<file path="src/rtl/day_code_setter.sv">
// Day-of-week code source (0=mon..6=sun): midnight advance plus a debounced mode/up/down set mode.
// Optional macro SET_TIMEOUT_EN: leave set mode by itself after TIMEOUT_CYCLES cycles without a press.

module day_code_btn #(
    parameter int DEBOUNCE_CYCLES = 4
) (
    input  logic clk,
    input  logic reset,
    input  logic btn_i,
    output logic press_o
);
    localparam int CW = $clog2(DEBOUNCE_CYCLES + 1);

    logic [1:0]    sync_q;
    logic [CW-1:0] cnt_q, cnt_d;
    logic          level_q, level_d, prev_q, press_q;

    // Level follows the synchronized input only after an unbroken run of mismatches.
    always_comb begin
        cnt_d   = '0;
        level_d = level_q;
        if (sync_q[1] != level_q) begin
            if (cnt_q == CW'(DEBOUNCE_CYCLES - 1)) level_d = sync_q[1];
            else                                   cnt_d   = cnt_q + CW'(1);
        end
    end

    always_ff @(posedge clk) begin
        if (reset) begin
            sync_q  <= '0;
            cnt_q   <= '0;
            level_q <= 1'b0;
            prev_q  <= 1'b0;
            press_q <= 1'b0;
        end else begin
            sync_q  <= {sync_q[0], btn_i};
            cnt_q   <= cnt_d;
            level_q <= level_d;
            prev_q  <= level_q;
            press_q <= level_q & ~prev_q;
        end
    end

    assign press_o = press_q;
endmodule

module day_code_setter #(
    parameter int DEBOUNCE_CYCLES = 4,
    parameter int BLINK_DIV       = 8,
    parameter int TIMEOUT_CYCLES  = 64
) (
    input  logic       clk,
    input  logic       reset,
    input  logic       btn_mode,
    input  logic       btn_up,
    input  logic       btn_down,
    input  logic       day_tick,
    output logic [2:0] day,
    output logic       set_mode,
    output logic       blank
);
    localparam int NUM_BTN = 3;
    localparam int BW      = $clog2(BLINK_DIV);

    typedef enum logic {RUN = 1'b0, SET = 1'b1} state_e;

    logic [NUM_BTN-1:0] btn_raw, press;
    state_e             state_q, state_d;
    logic [2:0]         day_q, day_d;
    logic [BW-1:0]      blink_q, blink_d;
    logic               blank_q, blank_d, pend_q, pend_d;
    logic               mode_p, up_p, dn_p, timeout;

    assign btn_raw = {btn_down, btn_up, btn_mode};

    for (genvar g = 0; g < NUM_BTN; g++) begin : g_btn
        day_code_btn #(.DEBOUNCE_CYCLES(DEBOUNCE_CYCLES)) u_btn (
            .clk    (clk),
            .reset  (reset),
            .btn_i  (btn_raw[g]),
            .press_o(press[g])
        );
    end

    assign mode_p = press[0];
    assign up_p   = press[1];
    assign dn_p   = press[2];

    function automatic logic [2:0] day_inc(input logic [2:0] d);
        return (d == 3'd6) ? 3'd0 : d + 3'd1;
    endfunction

    function automatic logic [2:0] day_dec(input logic [2:0] d);
        return (d == 3'd0) ? 3'd6 : d - 3'd1;
    endfunction

`ifdef SET_TIMEOUT_EN
    localparam int IW = (TIMEOUT_CYCLES > 1) ? $clog2(TIMEOUT_CYCLES) : 1;
    logic [IW-1:0] idle_q, idle_d;

    assign timeout = (idle_q == IW'(TIMEOUT_CYCLES - 1)) && !(up_p || dn_p);

    always_comb begin
        idle_d = '0;
        if (state_q == SET && state_d == SET && !(up_p || dn_p)) idle_d = idle_q + IW'(1);
    end

    always_ff @(posedge clk) begin
        if (reset) idle_q <= '0;
        else       idle_q <= idle_d;
    end
`else
    // Constant 0; the AND only keeps TIMEOUT_CYCLES referenced in this build.
    assign timeout = 1'b0 & (TIMEOUT_CYCLES > 0);
`endif

    always_ff @(posedge clk) begin
        if (reset) state_q <= RUN;
        else       state_q <= state_d;
    end

    always_comb begin
        state_d = state_q;
        case (state_q)
            RUN:     if (mode_p) state_d = SET;
            SET:     if (mode_p || timeout) state_d = RUN;
            default: state_d = RUN;
        endcase
    end

    // Ticks seen while setting collapse into one advance applied on the way out.
    always_comb begin
        day_d   = day_q;
        blank_d = 1'b0;
        blink_d = '0;
        pend_d  = 1'b0;
        if (state_q == RUN) begin
            if (day_tick) day_d = day_inc(day_q);
        end else if (state_d == RUN) begin
            if (pend_q || day_tick) day_d = day_inc(day_q);
        end else begin
            pend_d  = pend_q | day_tick;
            blank_d = blank_q;
            if (up_p && !dn_p)      day_d = day_inc(day_q);
            else if (dn_p && !up_p) day_d = day_dec(day_q);
            if (blink_q == BW'(BLINK_DIV - 1)) blank_d = ~blank_q;
            else                               blink_d = blink_q + BW'(1);
        end
    end

    always_ff @(posedge clk) begin
        if (reset) begin
            day_q   <= 3'd0;
            blink_q <= '0;
            blank_q <= 1'b0;
            pend_q  <= 1'b0;
        end else begin
            day_q   <= day_d;
            blink_q <= blink_d;
            blank_q <= blank_d;
            pend_q  <= pend_d;
        end
    end

    assign day      = day_q;
    assign set_mode = (state_q == SET);
    assign blank    = blank_q;
endmodule

</file>
<file path="config.mk">
export PLATFORM = sky130hd
export DESIGN_NAME = day_code_setter
export DESIGN_NICKNAME = d
export VERILOG_FILES = /design/src/rtl/day_code_setter.sv
export SDC_FILE = /design/constraint.sdc
export NUM_CORES = 1
export LEC_CHECK = 0
export BUFFER_PORTS_ARGS = -buffer_cell sky130_fd_sc_hd__buf_2
export CORE_ASPECT_RATIO = 1.75
export CORE_UTILIZATION = 50
export CTS_CLUSTER_DIAMETER = 40
export DETAILED_ROUTE_END_ITERATION = 12
export GPL_TIMING_DRIVEN = 0
export PLACE_DENSITY = 0.69
export SYNTH_ARGS = -nofsm -noshare
export SYNTH_HDL_FRONTEND = slang
export SYNTH_SLANG_ARGS = --single-unit
</file>
<file path="constraint.sdc">
create_clock -name clk -period 2.2 [get_ports clk]
set_clock_uncertainty 0.15 [all_clocks]
set_input_delay 0.22 -clock clk [delete_from_list [all_inputs] [get_ports clk]]
set_output_delay 0.22 -clock clk [all_outputs]
set_load 0.01 [all_outputs]
</file>
==> results_dict.tcl <==
set metrics [dict create \
    status "completed" \
    max_freq_mhz 549 \
    synth_cells 130 \
    die_h_um 70.1 \
    synth.area.top_cells "dfxtp_1 50%, ha_1 15%, nor2b_1 5.7%, nor2_1 4.8%, inv_1 3.1%" \
    crit_fanout 5 \
    path_cells "inv_1, ha_1, or3b_1, a21oi_1, a21oi_1, a311oi_1" \
    grt_max_degree 11 \
    hold_ws_ns 0.0250 \
    drive_above_1_share 0.133 \
    nets 171 \
    cts_max_level 2 \
    core_mm2 0.00249 \
    hold_viol_final 0 \
    portBuffers 10 \
    yosysWarnings 0 \
    antenna_left 0 \
    pre_cts_ws_ns 0.382 \
    setup_viol_count_final 0 \
    syn_area_per_cell_um2 10.2 \
    die_area_mm2 0.00287 \
    clockBufferDepth 2 \
    area_growth_pct 14.0 \
    max-cap-violations 0 \
    critPathKind "register to register" \
    finalWorstSetupSlack_ns 0.378 \
    critPathArrivalTime_ns 1.86 \
    drt-total-wl_um 1950 \
    p_leak_nw 0.641 \
    period_minus_slack_ns 1.82 \
    num_vias 882 \
    drc 0 \
    path_clk_slew_ns 0.06 \
    cp_slowest_cell "dfxtp_1" \
    tritoncts "done" \
    min_path_type "primary input to register" \
    final_max_slew_viol_count 0 \
    vias_per_cell 5.01 \
    grt_pass1_wl_um 3170 \
    crit_required_ns 2.24 \
    syn_nets 152 \
    antenna_found_initial 0 \
    cts_made_buffers 5 \
    slowest_delay_ns 0.38 \
    yosysSeqAreaShare 0.499 \
    critical_path.endpoint_type "register" \
    grt_pass1_vias 839 \
    grt_usage 0.169 \
    period_share 0.828 \
    antenna_cells 0 \
    root_buffer "clkbuf_8" \
    grt-ovfl-total 0 \
    synth_area_mm2 0.00133 \
    postCtsSetupBuffers 0 \
    wl_per_cell_um 11.1 \
    maxSlewHeadroom 0.701 \
    cts_sinks 33 \
    p_total_mw 1.09 \
    rsz0062_at_grt "no" \
    rows 24 \
    dp_hpwl_um 1480 \
    fill_cells 234 \
    worst_slew_pin_slew_ns 0.449 \
    clock_latency_ns 0.28 \
    ios 11 \
    synth_top_area_cell "dfxtp_1" \
    start_util 0.532 \
    startpoint_type "register" \
    powerDensity_mw_per_mm2 724 \
    synth_cell_types 23 \
    synth_top_area_share 0.499 \
    routabilityCongestion 0.635 \
    yosys_register_bits 33 \
    finalSetupTns_ns 0 \
    ir_drop_v 0.000472 \
    die_x_um 40.9 \
    drt_iter0_drc 6 \
    drtPass1Iterations 4 \
    cts_resized 0 \
    cp_common_cell "a21oi_1" \
]
-- worst max-delay path, delay by kind of cell, from the launching register on --
kind                       cells  cell delay [ns]
DFF                            1             0.38
AOI/OAI and AO/OA              3             0.47
adders and majority gates      1             0.24
and+or+nand+nor                1             0.37
buffers and inverters          1             0.11
-- cell type report --
class,count,area [µm²],area share
flip-flops and latches,33,661,0.437
inverters,11,41.3,0.0273
plain buffers,2,7.51,0.00497
clock inverters,2,10.0,0.00663
clock buffers,6,72.6,0.0481
well taps,26,32.5,0.0215
repair buffers,12,70.1,0.0464
multi-input cells,84,616,0.408
-- cells in the final DEF, fill, tap and decap left out, drive strengths merged --
cell type / n
nor2b: 12
nand2b: 3
o21ai: 2
nor2: 17
xnor2: 4
or2b: 1
dlygate4sd3: 2
inv: 11
a311oi: 1
a21o: 1
or3b: 1
dfxtp: 33
nor3b: 1
mux2i: 4
buf: 10
ha: 16
and2: 3
nand4: 1
clkbuf: 8
a21oi: 7
mux2: 1
nor3: 2
o2111ai: 1
clkinv: 2
or3: 3
nand2: 3
-- logic make-up (layout without fill, tap and decap cells) --
| logic type | after synthesis | after routing | synth area share |
|---|---|---|---|
| and+or+nand+nor | 47 | 47 | 0.195 |
| DFF | 33 | 33 | 0.499 |
| adders and majority gates | 16 | 16 | 0.151 |
| buffers and inverters | 13 | 33 | 0.0368 |
| AOI/OAI and AO/OA | 12 | 12 | 0.0529 |
| muxes | 5 | 5 | 0.0387 |
| xor gates and xnor gates | 4 | 4 | 0.0264 |
-- flip-flops by register name (all words and copies together), names as in the netlist --
register,count
g_btn.u_btn.level_q,3
g_btn.u_btn.press_o,3
pend_q,1
g_btn.u_btn.prev_q,3
day,3
set_mode,1
blink_q,3
blank,1
g_btn.u_btn.cnt_q,9
g_btn.u_btn.sync_q,6
-- layer usage --
metal / up-vias / share of wire / global-route usage
met5: - / 0 / 0
met1: 405 / 0.39 / 0.146
met4: 0 / 0.029 / 0.100
li1: 457 / - / -
met3: 6 / 0.036 / 0.0762
met2: 14 / 0.54 / 0.283
-- report_power, final --
| group | internal (mW) | leakage, nW | switching, mW |
|---|---|---|---|
| combinational | 0.0273 | 0.329 | 0.0287 |
| sequential | 0.608 | 0.268 | 0.00809 |
| clock | 0.219 | 0.0450 | 0.203 |
-- synthesized netlist by cell type --
cell type	count
a311oi_1	1
nand2b_1	3
or3b_1	1
inv_1	11
o2111ai_1	1
nor2_1	17
nand4_1	1
dfxtp_1	33
clkbuf_1	2
nor3b_4	1
or3_1	3
or2b_2	1
nand2_1	3
mux2_2	1
nor2b_1	12
ha_1	16
mux2i_1	4
o21ai_0	2
a21oi_1	7
a21o_1	1
nor3_1	2
xnor2_1	4
and2_1	3
-- path summary, 6_finish.rpt --
kind	end	startpoint	depth (start not counted)	slack, ns
worst min-delay path	g_btn[1].u_btn.sync_q[0]	btn_up	2	0.02
worst max-delay path	day[2]	day[0]	6	0.38
worst max register to register	day[2]	day[0]	6	0.38
worst min register to register	g_btn[0].u_btn.press_o	g_btn[0].u_btn.prev_q	1	0.24
-- through the flow --
step / util / std cells / cell area [µm²]
2_1_floorplan: - / 130 / 1330
3_3_place_gp: 0.565 / 166 / 1410
3_5_place_dp: 0.565 / 166 / 1410
4_1_cts: 0.606 / 176 / 1510
5_1_grt: 0.606 / 176 / 1510
6_report: 0.606 / 176 / 1510
-- what timing repair did --
action / CTS / global route
endpoints found under the hold margin: 2 / 0
hold buffers: 2 / 0
endpoints found under the setup margin: 0 / 0
No activity file was read; power rests on OpenSTA's default activity.
